===== config.mk =====
export PLATFORM = sky130hd
export DESIGN_NAME = lerp2_sweep_flat
export DESIGN_NICKNAME = d
export VERILOG_FILES = /design/src/rtl/lerp2_sweep_if.sv /design/src/rtl/lerp2_sweep.sv /design/src/flat_wrapper.sv
export SDC_FILE = /design/constraint.sdc
export NUM_CORES = 1
export LEC_CHECK = 0
export ABC_CLOCK_PERIOD_IN_PS = 2800
export CAP_MARGIN = 20
export CORE_AREA = 2 2 189 191
export CTS_CLUSTER_SIZE = 40
export DETAILED_ROUTE_END_ITERATION = 7
export DIE_AREA = 0 0 191 193
export PLACE_DENSITY = 0.55
export SYNTH_ARGS = -nofsm -noshare
export SYNTH_HDL_FRONTEND = slang
export SYNTH_SLANG_ARGS = --single-unit

===== constraint.sdc =====
create_clock -name clk_i -period 2.8 [get_ports clk_i]
set_clock_uncertainty 0.15 [all_clocks]
set_input_delay 0.56 -clock clk_i [delete_from_list [all_inputs] [get_ports clk_i]]
set_output_delay 0.56 -clock clk_i [all_outputs]
set_load 0.05 [all_outputs]

===== src/rtl/lerp2_sweep_if.sv =====
// Signal bundle between lerp2_sweep and its neighbours.
//   cmd_*  : cell command channel (valid/ready) plus the error pulse
//   lerp_* : operands and start/done handshake to the lerp2 datapath
//   out_*  : interpolated-sample stream (valid/ready) tagged with (x,y,last)
// The master modport is the sweep sequencer. It masters the lerp2 start handshake and the
// output stream, and it answers the command channel.
// The slave modport is the surrounding environment: the command source, lerp2 and the consumer.
interface lerp2_sweep_if #(
  parameter int unsigned WIDTH = 32,
  parameter int unsigned CW    = 8
);
  logic             cmd_valid;
  logic             cmd_ready;
  logic [WIDTH-1:0] cmd_p0, cmd_p1, cmd_p2, cmd_p3;
  logic [CW-1:0]    cmd_X, cmd_Y;
  logic             cmd_err;

  logic [WIDTH-1:0] lerp_p0, lerp_p1, lerp_p2, lerp_p3;
  logic [WIDTH-1:0] lerp_x, lerp_y, lerp_X, lerp_Y;
  logic             lerp_start;
  logic             lerp_done;
  logic [WIDTH-1:0] lerp_val;

  logic             out_valid;
  logic             out_ready;
  logic [WIDTH-1:0] out_val;
  logic [CW-1:0]    out_x, out_y;
  logic             out_last;

  modport master (
    input  cmd_valid, cmd_p0, cmd_p1, cmd_p2, cmd_p3, cmd_X, cmd_Y,
    output cmd_ready, cmd_err,
    output lerp_p0, lerp_p1, lerp_p2, lerp_p3, lerp_x, lerp_y, lerp_X, lerp_Y, lerp_start,
    input  lerp_done, lerp_val,
    output out_valid, out_val, out_x, out_y, out_last,
    input  out_ready
  );

  modport slave (
    output cmd_valid, cmd_p0, cmd_p1, cmd_p2, cmd_p3, cmd_X, cmd_Y,
    input  cmd_ready, cmd_err,
    input  lerp_p0, lerp_p1, lerp_p2, lerp_p3, lerp_x, lerp_y, lerp_X, lerp_Y, lerp_start,
    output lerp_done, lerp_val,
    input  out_valid, out_val, out_x, out_y, out_last,
    output out_ready
  );
endinterface


===== src/rtl/lerp2_sweep.sv =====
// Cell sweep sequencer for lerp2. Takes one command (corners p0..p3, size X x Y), walks every
// sample x-fastest, runs one lerp2 op per sample and streams each result with its (x,y,last) tag.
// Ports:
//   clk_i  : clock, all state on rising edge
//   rst_ni : asynchronous active-low reset
//   bus    : lerp2_sweep_if master side (command in, lerp2 handshake, output stream)
module lerp2_sweep #(
  parameter int unsigned WIDTH = 32,
  parameter int unsigned FBITS = 16,
  parameter int unsigned CW    = 8
) (
  input  logic          clk_i,
  input  logic          rst_ni,
  lerp2_sweep_if.master bus
);

  // Counters are shifted into the fixed-point operand; the sign bit must stay clear.
  if (CW + FBITS > WIDTH - 1) begin : g_width_check
    $error("lerp2_sweep: CW + FBITS must not exceed WIDTH - 1");
  end

  typedef enum logic [1:0] {StIdle, StIssue, StWait, StEmit} state_e;

  state_e                 state_q, state_d;
  logic [3:0][WIDTH-1:0]  p_q, p_d;
  logic [CW-1:0]          xn_q, xn_d, yn_q, yn_d;
  logic [CW-1:0]          x_q, x_d, y_q, y_d;
  logic                   err_q, err_d;
  logic                   ov_q, ov_d;
  logic [WIDTH-1:0]       val_q, val_d;
  logic [CW-1:0]          ox_q, ox_d, oy_q, oy_d;
  logic                   last_q, last_d;

  logic x_end, y_end;
  assign x_end = (x_q == xn_q - 1'b1);
  assign y_end = (y_q == yn_q - 1'b1);

  always_comb begin
    state_d = state_q;
    p_d     = p_q;
    xn_d    = xn_q;
    yn_d    = yn_q;
    x_d     = x_q;
    y_d     = y_q;
    err_d   = 1'b0;
    ov_d    = ov_q;
    val_d   = val_q;
    ox_d    = ox_q;
    oy_d    = oy_q;
    last_d  = last_q;
    unique case (state_q)
      StIdle: begin
        if (bus.cmd_valid) begin
          if (bus.cmd_X == '0 || bus.cmd_Y == '0) begin
            err_d = 1'b1;
          end else begin
            p_d     = {bus.cmd_p3, bus.cmd_p2, bus.cmd_p1, bus.cmd_p0};
            xn_d    = bus.cmd_X;
            yn_d    = bus.cmd_Y;
            x_d     = '0;
            y_d     = '0;
            state_d = StIssue;
          end
        end
      end
      // Start pulse cycle; lerp_done seen here may be a stale level from the previous op.
      StIssue: state_d = StWait;
      StWait: begin
        if (bus.lerp_done) begin
          ov_d    = 1'b1;
          val_d   = bus.lerp_val;
          ox_d    = x_q;
          oy_d    = y_q;
          last_d  = x_end && y_end;
          state_d = StEmit;
        end
      end
      StEmit: begin
        if (bus.out_ready) begin
          ov_d = 1'b0;
          if (last_q) begin
            state_d = StIdle;
          end else begin
            if (x_end) begin
              x_d = '0;
              y_d = y_q + 1'b1;
            end else begin
              x_d = x_q + 1'b1;
            end
            state_d = StIssue;
          end
        end
      end
      default: state_d = StIdle;
    endcase
  end

  always_ff @(posedge clk_i or negedge rst_ni) begin
    if (!rst_ni) begin
      state_q <= StIdle;
      p_q     <= '0;
      xn_q    <= '0;
      yn_q    <= '0;
      x_q     <= '0;
      y_q     <= '0;
      err_q   <= 1'b0;
      ov_q    <= 1'b0;
      val_q   <= '0;
      ox_q    <= '0;
      oy_q    <= '0;
      last_q  <= 1'b0;
    end else begin
      state_q <= state_d;
      p_q     <= p_d;
      xn_q    <= xn_d;
      yn_q    <= yn_d;
      x_q     <= x_d;
      y_q     <= y_d;
      err_q   <= err_d;
      ov_q    <= ov_d;
      val_q   <= val_d;
      ox_q    <= ox_d;
      oy_q    <= oy_d;
      last_q  <= last_d;
    end
  end

  assign bus.cmd_ready  = (state_q == StIdle);
  assign bus.cmd_err    = err_q;
  assign bus.lerp_start = (state_q == StIssue);
  assign bus.lerp_p0    = p_q[0];
  assign bus.lerp_p1    = p_q[1];
  assign bus.lerp_p2    = p_q[2];
  assign bus.lerp_p3    = p_q[3];
  assign bus.lerp_x     = WIDTH'(x_q) << FBITS;
  assign bus.lerp_y     = WIDTH'(y_q) << FBITS;
  assign bus.lerp_X     = WIDTH'(xn_q) << FBITS;
  assign bus.lerp_Y     = WIDTH'(yn_q) << FBITS;
  assign bus.out_valid  = ov_q;
  assign bus.out_val    = val_q;
  assign bus.out_x      = ox_q;
  assign bus.out_y      = oy_q;
  assign bus.out_last   = last_q;

endmodule


===== src/flat_wrapper.sv =====
// flat-port wrapper written by rule: the top's interface ports become plain ports
module lerp2_sweep_flat 
#(
  parameter int unsigned WIDTH = 32,
  parameter int unsigned FBITS = 16,
  parameter int unsigned CW    = 8
)
  (clk_i, rst_ni, bus_cmd_valid, bus_cmd_p0, bus_cmd_p1, bus_cmd_p2, bus_cmd_p3, bus_cmd_X, bus_cmd_Y, bus_cmd_ready, bus_cmd_err, bus_lerp_p0, bus_lerp_p1, bus_lerp_p2, bus_lerp_p3, bus_lerp_x, bus_lerp_y, bus_lerp_X, bus_lerp_Y, bus_lerp_start, bus_lerp_done, bus_lerp_val, bus_out_valid, bus_out_val, bus_out_x, bus_out_y, bus_out_last, bus_out_ready);
  lerp2_sweep_if #(.WIDTH(WIDTH), .CW(CW)) bus_i ();
  input  logic clk_i;
  input  logic rst_ni;
  input wire logic [$bits(bus_i.cmd_valid)-1:0] bus_cmd_valid;
  input wire logic [$bits(bus_i.cmd_p0)-1:0] bus_cmd_p0;
  input wire logic [$bits(bus_i.cmd_p1)-1:0] bus_cmd_p1;
  input wire logic [$bits(bus_i.cmd_p2)-1:0] bus_cmd_p2;
  input wire logic [$bits(bus_i.cmd_p3)-1:0] bus_cmd_p3;
  input wire logic [$bits(bus_i.cmd_X)-1:0] bus_cmd_X;
  input wire logic [$bits(bus_i.cmd_Y)-1:0] bus_cmd_Y;
  output wire logic [$bits(bus_i.cmd_ready)-1:0] bus_cmd_ready;
  output wire logic [$bits(bus_i.cmd_err)-1:0] bus_cmd_err;
  output wire logic [$bits(bus_i.lerp_p0)-1:0] bus_lerp_p0;
  output wire logic [$bits(bus_i.lerp_p1)-1:0] bus_lerp_p1;
  output wire logic [$bits(bus_i.lerp_p2)-1:0] bus_lerp_p2;
  output wire logic [$bits(bus_i.lerp_p3)-1:0] bus_lerp_p3;
  output wire logic [$bits(bus_i.lerp_x)-1:0] bus_lerp_x;
  output wire logic [$bits(bus_i.lerp_y)-1:0] bus_lerp_y;
  output wire logic [$bits(bus_i.lerp_X)-1:0] bus_lerp_X;
  output wire logic [$bits(bus_i.lerp_Y)-1:0] bus_lerp_Y;
  output wire logic [$bits(bus_i.lerp_start)-1:0] bus_lerp_start;
  input wire logic [$bits(bus_i.lerp_done)-1:0] bus_lerp_done;
  input wire logic [$bits(bus_i.lerp_val)-1:0] bus_lerp_val;
  output wire logic [$bits(bus_i.out_valid)-1:0] bus_out_valid;
  output wire logic [$bits(bus_i.out_val)-1:0] bus_out_val;
  output wire logic [$bits(bus_i.out_x)-1:0] bus_out_x;
  output wire logic [$bits(bus_i.out_y)-1:0] bus_out_y;
  output wire logic [$bits(bus_i.out_last)-1:0] bus_out_last;
  input wire logic [$bits(bus_i.out_ready)-1:0] bus_out_ready;
  assign bus_i.cmd_valid = bus_cmd_valid;
  assign bus_i.cmd_p0 = bus_cmd_p0;
  assign bus_i.cmd_p1 = bus_cmd_p1;
  assign bus_i.cmd_p2 = bus_cmd_p2;
  assign bus_i.cmd_p3 = bus_cmd_p3;
  assign bus_i.cmd_X = bus_cmd_X;
  assign bus_i.cmd_Y = bus_cmd_Y;
  assign bus_cmd_ready = bus_i.cmd_ready;
  assign bus_cmd_err = bus_i.cmd_err;
  assign bus_lerp_p0 = bus_i.lerp_p0;
  assign bus_lerp_p1 = bus_i.lerp_p1;
  assign bus_lerp_p2 = bus_i.lerp_p2;
  assign bus_lerp_p3 = bus_i.lerp_p3;
  assign bus_lerp_x = bus_i.lerp_x;
  assign bus_lerp_y = bus_i.lerp_y;
  assign bus_lerp_X = bus_i.lerp_X;
  assign bus_lerp_Y = bus_i.lerp_Y;
  assign bus_lerp_start = bus_i.lerp_start;
  assign bus_i.lerp_done = bus_lerp_done;
  assign bus_i.lerp_val = bus_lerp_val;
  assign bus_out_valid = bus_i.out_valid;
  assign bus_out_val = bus_i.out_val;
  assign bus_out_x = bus_i.out_x;
  assign bus_out_y = bus_i.out_y;
  assign bus_out_last = bus_i.out_last;
  assign bus_i.out_ready = bus_out_ready;
  lerp2_sweep #(.WIDTH(WIDTH), .FBITS(FBITS), .CW(CW)) u_core (.clk_i(clk_i), .rst_ni(rst_ni), .bus(bus_i));
endmodule

# Word-level counts from Yosys, hierarchy flattened
# Cells that the tools add are included.
dict set report classes {
  n_div 0
  bitwise_logic 1
  n_mul 0
  muxes 22
  n_shift 0
  n_eq_ne 11
  reduce_logical 13
  n_lt_le_gt_ge 0
  addsub 4
}
# op count
set ops {}
lappend ops {{$mux W8} 8}
lappend ops {{$pmux W8 S2} 2}
lappend ops {{$add A8 B1 Y8 const B} 2}
lappend ops {{$eq A8 B8 Y1} 2}
lappend ops {{$logic_not A8 Y1} 2}
lappend ops {{$sub A8 B1 Y8 const B} 2}
lappend ops {{$ne A2 B2 Y1 const B} 5}
lappend ops {{$mux W2} 4}
lappend ops {{$pmux W2 S4} 1}
lappend ops {{$mux W1} 6}
lappend ops {{$reduce_and A3 Y1} 2}
lappend ops {{$reduce_and A6 Y1} 1}
lappend ops {{$reduce_and A5 Y1} 1}
lappend ops {{$eq A2 B2 Y1 const B} 2}
lappend ops {{$reduce_and A4 Y1} 1}
lappend ops {{$reduce_bool A2 Y1} 2}
lappend ops {{$eq A2 B1 Y1 const B} 1}
lappend ops {{$logic_not A2 Y1} 1}
lappend ops {{$ne A2 B1 Y1 const B} 1}
lappend ops {{$pmux W1 S2} 1}
lappend ops {{$reduce_and A2 Y1} 1}
lappend ops {{$logic_and A1 B1 Y1} 1}
lappend ops {{$logic_or A1 B1 Y1} 1}
lappend ops {{$not A1 Y1} 1}
dict set report totals {
  word_cells 66
  latchBits 0
  output_inout_bits 309
  rom_bits 0
  mem_bits_rw 0
  reg_bits 213
  memories 0
}

# Depth between registers and ports, before layout
# Gate-level depths: netlist (run 1).
dict set report logic_depth {
  ltp_word 6
  depth_mapped 12
}

# Worst setup path before layout (run 1)
# OpenSTA, ideal clock, no wires.
dict set report synth_path {
  path_type {flip-flop to flip-flop}
  startpoint {register u_core.xn_q[0]}
  endpoint {register u_core.y_q[5]}
  path_slack_ns 0.037
  t_required_ns 2.563
  path_buffers 1
  stages_incl_launch_ff 11
  arrival_time_ns 2.526
  setup_time_ns 0.087
  path_cell_list {dfrtp_1 -> inv_1 -> ha_1 -> buf_2 -> xor2_1 -> nor2_1 -> a21oi_1 -> a2111oi_4 -> a21boi_2 -> or4_1 -> o211ai_1}
}
dict set report synth_via {
  elab_chain_len 4
}
# item line_no
set synth_rtl {}
lappend synth_rtl {{from (decl)} lerp2_sweep.sv:26} ;# logic [CW-1:0] xn_q, xn_d, yn_q, yn_d;
lappend synth_rtl {{from (signal assigned)} lerp2_sweep.sv:115} ;# xn_q <= xn_d;
lappend synth_rtl {{$sub A8 B1 Y8} lerp2_sweep.sv:35} ;# assign x_end = (x_q == xn_q - 1'b1);
lappend synth_rtl {{$eq A8 B8 Y1} lerp2_sweep.sv:35}
lappend synth_rtl {{$ne A2 B1 Y1 (no source line)} n/a}
lappend synth_rtl {{$reduce_and A6 Y1 (no source line)} n/a}
lappend synth_rtl {{to (signal assigned)} lerp2_sweep.sv:118} ;# y_q <= y_d;
lappend synth_rtl {{to (decl)} lerp2_sweep.sv:27} ;# logic [CW-1:0] x_q, x_d, y_q, y_d;
# Every way passes these cells.
# A chain may end at the register's enable or synchronous reset.

# Worst setup path in the final report (run 1)
dict set report layout_path {
  startpoint {register u_core.xn_q[2]}
  endpoint {output bus_lerp_X[18]}
}
# item line_no
set layout_lines {}
lappend layout_lines {{to (decl)} flat_wrapper.sv:27} ;# output wire logic [$bits(bus_i.lerp_X)-1:0] bus_lerp_X;
# No word-level cell between the ends.

==> results of run 1 <==
[worst max-delay path by stage]
| stage | from | slack, ns | cells past startpoint | to |
|---|---|---|---|---|
| 3_5_place_dp | bus_cmd_X[4] | -0.05 | 9 | u_core.y_q[4] |
| 5_1_grt | u_core.xn_q[2] | 0.005 | 1 | bus_lerp_X[18] |
| 4_1_cts | u_core.state_q[1] | 0.02 | 3 | bus_lerp_start |
| 3_3_place_gp | bus_cmd_X[4] | 0.005 | 9 | u_core.y_q[4] |
| 6_report | u_core.xn_q[2] | 0.09 | 1 | bus_lerp_X[18] |
| 2_1_floorplan | u_core.xn_q[0] | 0.04 | 10 | u_core.y_q[5] |
[final cells by class]
class / count / area share
antenna: 1 / 0.000169
clock buffer: 38 / 0.0510
clock inverter: 4 / 0.00152
inverter: 13 / 0.00329
multi-input combinational: 467 / 0.250
sequential: 213 / 0.359
tap: 461 / 0.0389
timing repair buffer: 436 / 0.296
[per-layer routing]
layer / GRT usage / up-vias / wire (µm)
met4: 0.0391 / 0 / 549
met3: 0.0599 / 38 / 2850
met1: 0.163 / 3434 / 10300
met5: 0 / - / 0
met2: 0.269 / 290 / 14900
li1: - / 3212 / -
[metrics by stage]
stage,setup TNS (ns),std cells,power [W],hold WS [ns],utilization
after floorplan,0,820,0.0133,0.114,-
after global placement,0,1588,0.0175,0.320,0.401
after detailed placement,-0.0458,1588,0.0176,0.328,0.401
after CTS,0,1631,0.0209,0.341,0.424
after global routing,0,1632,0.0216,0.360,0.424
final,0,1633,0.0206,0.335,0.424
[state kept, by name, indices dropped and copies added, names as in the netlist, 32 cells and up]
register and flops:
u_core.bus.lerp_p0 32, u_core.bus.lerp_p1 32, u_core.bus.lerp_p2 32, u_core.bus.lerp_p3 32, u_core.bus.out_val 32
[repair_timing]
item | 4_1_cts | 5_1_grt
gates resized for setup | 0 | 3
endpoints found under the setup margin | 0 | 10
endpoints found under the hold margin | 56 | 0
hold buffers | 1 | 0
setup buffers | 0 | 1
[cells by family after synthesis]
kind of cell             count (synthesis)
flip-flops                             213
multiplexers                           193
buffers and inverters                  140
AND/OR/NAND/NOR                         97
AO/OA/AOI/OAI                           53
XOR/XNOR                                20
adder cells (fa/ha/maj)                  8
other                                    1
[Yosys cell counts (all sizes together) (6+ instances only)]
master  instances
o21ai          11
ha              8
nor2            7
nor3            6
dfrtp         213
nand2          28
xnor2          13
nand4           7
a21oi          15
clkbuf         16
nand3          19
buf           111
inv            13
nor4            8
xor2            7
mux2          189
[power by group]
part | internal (W) | switching [W]
logic | 0.00446 | 0.00762
clock network | 0.00185 | 0.00128
registers | 0.00449 | 0.000888
total | 0.0108 | 0.00979
[worst reg2reg max path: stages, from the launching register on]
cell and delay (ns):
dfrtp_1 0.37, inv_1 0.06, ha_2 0.27, nand2_1 0.07, mux2i_1 0.14, a21oi_1 0.12
a2111oi_4 0.35, buf_4 0.19, buf_4 0.12, nand3_1 0.13, or4_1 0.48, nand3_1 0.09
==> metrics.cfg, run 1 <==
[cells_and_area]
layout_commonest_cell = clkdlybuf4s50_1
drive_gt1_frac = 0.237
ff_latch_area_um2 = 5330
multi_input_area_um2 = 3710
fill_cells = 3355
syn_to_final_growth_pct = 54.4
design_area_um2 = 14800
nNetsFinal = 1346
layout_common_cells = clkdlybuf4s50_1 (390), dfrtp_1 (213), mux2_2 (189)

[floorplanning]
die_x_um = 191
start_util = 0.275
rows = 69
coreArea_um2 = 35000
die_area_um2 = 36900
ioPinCount = 490
chipHeight_um = 193

[synthesis]
synth_area_leaders = dfrtp_1 (55%), mux2_2 (22%), buf_4 (7.6%), xnor2_1 (1.2%), nand2_1 (1.1%)
muxShareOfSynthArea = 0.226
synth_simple_gate_area_share = 0.0548
synth_cell_types = 48
synth_edf_count = 0
synth_xor_area_frac = 0.0182
synth-seq-cells = 213
synth_top_family_by_area = multiplexers
yosys_warnings = 0
synthAdderAreaFrac = 0.0104
netlist_instances = 725
ys_seq_area_frac = 0.555
synth_compound_area_frac = 0.0379
synthFlopType = dfrtp_1
syn_avg_cell_area_um2 = 13.3
async_flop_share = 1.00
synth.top_cell.area_share = 0.555
syn_area_um2 = 9610
synth_top_cell_by_area = dfrtp_1

[worst_setup_path]
reg2reg_depth = 11
r2r_setup_slack_ns = 0.20
crit_path_start_kind = flop
cp_slowest_stage_delay_ns = 0.91
required_ns = 2.09
crit_chain = clkdlybuf4s50_1
crit_buf_inv = 1
cp_top_family = buffers and inverters
r2r-start = u_core.xn_q[0]
cp_data_arrival_time_ns = 2.00
r2r-end = u_core.y_q[4]
critPathKind = flop to output pin
crit_path_top_delay_cell = clkdlybuf4s50_1
worstPathMaxFanout = 8
crit_path_end_kind = output pin

[routing]
drt_iter0_markers = 252
viasPerCell = 4.27
drt_wl_total_mm = 28.5
vias = 6974
drcViolationCount = 0
routedWlPerCell_um = 17.5
first_pass_iters = 4
drtAntennaViolNets = 0

[power_and_ir_drop]
peakVddDrop_uv = 776
powerDensity_nw_per_um2 = 1390
p_leak_nw = 6.34

[global_route]
grt.total_usage = 0.149
grt_pass1_wl_mm = 42.4
antenna_found_initial = 1
grt_pass1_vias = 7126
gr-total-overflow = 0
grt_max_degree = 61

[sta]
setup_ws_ns = 0.0936
rsz0062_at_grt = false
finalCritPeriodShare = 0.967
slew_headroom = 0.573
setup_viol = 0
hold_viol = 0
fmax_mhz = 369
min_period_ns = 2.71
finalMaxSlewViolations = 0
worst_pin_slew_ns = 0.638

[status]
status = completed

[hold_path]
min_from = u_core.bus.out_y[6]
hold_class = flop to flop
holdPathEnd = u_core.bus.out_y[6]
whs_path_depth = 2

[clocking]
cts.htree.levels = 1
cts_root_buffer = clkbuf_16
cts.sinks = 213
cts_tree = yes
cts_buffers = 26
cts_max_path_buffers = 3
clk_latency_ns = 0.53
path_clk_slew_ns = 0.05

[placement]
gp_congestion = 0.768
dpl.hpwl_mm = 21.9
io_buffers = 393
dpl_cell_area_um2 = 14000
pre_cts_ws_ns = -0.0458

[run]
cap_viol_max_count = 0

Note: power is estimated with default switching activity, not from simulation.
==> inputs of run 2 (changes only) <==
--- a/config.mk
+++ b/config.mk
@@ -5,12 +5,12 @@
 export SDC_FILE = /design/constraint.sdc
 export NUM_CORES = 1
 export LEC_CHECK = 0
-export ABC_CLOCK_PERIOD_IN_PS = 2800
 export CAP_MARGIN = 20
 export CORE_AREA = 2 2 189 191
 export CTS_CLUSTER_SIZE = 40
 export DETAILED_ROUTE_END_ITERATION = 7
 export DIE_AREA = 0 0 191 193
+export MAX_ROUTING_LAYER = met4
 export PLACE_DENSITY = 0.55
 export SYNTH_ARGS = -nofsm -noshare
 export SYNTH_HDL_FRONTEND = slang
==> run 2 against run 1 <==
Clock power barely moved. Setup slack lost 0.0015 ns. Utilization stayed put. Sequential cell count stayed put. Via count rose by 0.24%. Critical path type unchanged. First-iteration DRC count shrank 18%. Count of clock-buffer cells in the layout unchanged. Sequential share of layout area is the same. Largest cell class unchanged. Routed wire length up 0.28%. Highest routed layer unchanged. Sequential power hardly changed. Final cell count unchanged. Critical path depth unchanged.
==> metrics.cfg, run 2 (same netlist as run 1, synthesis figures left out) <==
[global_route]
grt_pass1_vias = 7181  ; +0.77%
gr-total-overflow = 0  ; unchanged
grt_pass1_wl_mm = 42.2  ; -0.44%
antenna_found_initial = 1  ; unchanged
grt_max_degree = 61  ; unchanged
grt.total_usage = 0.154  ; +0.00462

[cells_and_area]
layout_common_cells = clkdlybuf4s50_1 (390), dfrtp_1 (213), mux2_2 (189)
fill_cells = 3355  ; unchanged
layout_commonest_cell = clkdlybuf4s50_1
final_cells = 1633  ; unchanged
design_area_um2 = 14800  ; unchanged
ff_latch_area_um2 = 5330  ; unchanged
final_util = 0.424  ; unchanged
nNetsFinal = 1346  ; unchanged
multi_input_area_um2 = 3710  ; unchanged
drive_gt1_frac = 0.237  ; unchanged
syn_to_final_growth_pct = 54.4  ; unchanged

[worst_setup_path]
crit_start = u_core.xn_q[2]
cp_slowest_stage_delay_ns = 0.91  ; about the same
r2r-end = u_core.y_q[4]
cp_top_family = buffers and inverters
cp_data_arrival_time_ns = 2.00  ; about the same
crit_path_top_delay_cell = clkdlybuf4s50_1
worstPathMaxFanout = 8  ; unchanged
critPathKind = flop to output pin
r2r-start = u_core.xn_q[0]
crit_path_end_kind = output pin
r2r_setup_slack_ns = 0.20  ; about the same
crit_buf_inv = 1  ; unchanged
crit_cells = 1  ; unchanged
crit_path_start_kind = flop
reg2reg_depth = 11  ; unchanged
crit_chain = clkdlybuf4s50_1
critPathCapture = bus_lerp_X[18]
required_ns = 2.09  ; about the same

[status]
status = completed

[sta]
rsz0062_at_grt = false
worst_pin_slew_ns = 0.626  ; -0.0123 ns
finalMaxSlewViolations = 0  ; unchanged
hold_viol = 0  ; unchanged
finalCritPeriodShare = 0.967  ; about the same
fmax_mhz = 369  ; about the same
min_period_ns = 2.71  ; +0.00151 ns
setup_viol = 0  ; unchanged
slew_headroom = 0.582  ; +0.00821

[routing]
routedWlPerCell_um = 17.5  ; +0.28%
viasPerCell = 4.28  ; +0.24%
drt_wl_total_mm = 28.6  ; +0.28%
first_pass_iters = 4  ; unchanged
drcViolationCount = 0  ; unchanged
drt_iter0_markers = 206  ; -18%
vias = 6991  ; +0.24%
drtAntennaViolNets = 0  ; unchanged

[clocking]
path_clk_slew_ns = 0.05  ; about the same
clk_latency_ns = 0.53  ; about the same
cts.sinks = 213  ; unchanged
cts_tree = yes
cts_max_path_buffers = 3  ; unchanged
cts_buffers = 26  ; unchanged
cts_root_buffer = clkbuf_16
cts.htree.levels = 1  ; unchanged

[floorplanning]
die_x_um = 191  ; unchanged
ioPinCount = 490  ; unchanged
die_area_um2 = 36900  ; unchanged
coreArea_um2 = 35000  ; unchanged
rows = 69  ; unchanged
start_util = 0.275  ; unchanged
chipHeight_um = 193  ; unchanged

[run]
cap_viol_max_count = 0  ; unchanged

[power_and_ir_drop]
switching_share = 0.475  ; about the same
peakVddDrop_uv = 776  ; about the same
p_sw_w = 0.00979  ; about the same
p_comb_frac = 0.587  ; about the same
p_leak_nw = 6.34  ; unchanged
power.total_w = 0.0206  ; about the same
p_int_w = 0.0108  ; about the same
clockPowerShare = 0.152  ; about the same
powerDensity_nw_per_um2 = 1390  ; about the same
seqPwrFrac = 0.261  ; about the same

[placement]
io_buffers = 393  ; unchanged
place_inst = 1588  ; unchanged
dpl.hpwl_mm = 21.9  ; unchanged
gp_congestion = 0.779  ; +1.3%
dpl_cell_area_um2 = 14000  ; unchanged

[hold_path]
hold_class = flop to flop

run 2: cell counts in the layout (fill, tap and decap cells not counted):
No cell type changed its count.
run 2: power by group through the flow:
stage	clock network, W	logic, W	registers, W
after CTS	0.00325	0.0122	0.00540
final	0.00312	0.0121	0.00538
after global routing	0.00336	0.0126	0.00559
after global placement	0	0.0122	0.00535
after detailed placement	0	0.0122	0.00542
after floorplan	0	0.00314	0.0102
run 2: worst min path at each step:
stage,startpoint,endpoint,slack [ns],depth (start not counted)
floorplan,rst_ni,u_core.bus.cmd_err,0.11,0
global placement,u_core.bus.out_y[2],u_core.bus.out_y[2],0.32,2
detailed placement,u_core.bus.out_y[6],u_core.bus.out_y[6],0.33,2
CTS,u_core.bus.out_y[6],u_core.bus.out_y[6],0.34,2
global route,u_core.bus.out_val[30],u_core.bus.out_val[30],0.36,1
finish,u_core.bus.out_y[6],u_core.bus.out_y[6],0.33,2
run 2: stage by stage:
stage,setup slack (ns),hold slack (ns),setup TNS [ns]
floorplan,0.0371,0.114,0
global placement,0.00461,0.320,0
detailed placement,-0.0458,0.328,-0.0458
CTS,0.0241,0.341,0
global route,0.00451,0.359,0
finish,0.0921,0.335,0
run 2: layout make-up:
class | count | share of cell area
Multi-Input combinational cell | 467 | 0.250
Timing Repair Buffer | 436 | 0.296
Inverter | 13 | 0.00329
Antenna cell | 1 | 0.000169
Tap cell | 461 | 0.0389
Clock buffer | 38 | 0.0510
Clock inverter | 4 | 0.00152
Sequential cell | 213 | 0.359
run 2: repair_timing:
| item | 4_1_cts | 5_1_grt |
|---|---|---|
| resized for setup | 0 | 3 |
| hold buffers | 1 | 0 |
| setup buffers | 0 | 1 |
| endpoints found under the setup margin | 0 | 10 |
| endpoints found under the hold margin | 56 | 0 |
run 2: routing by layer:
metal,global-route usage,part of all wire,vias to the layer above
li1,-,-,3219
met5,-,0,-
met3,0.0590,0.099,38
met1,0.163,0.36,3451
met2,0.270,0.52,283
met4,0.0391,0.019,0
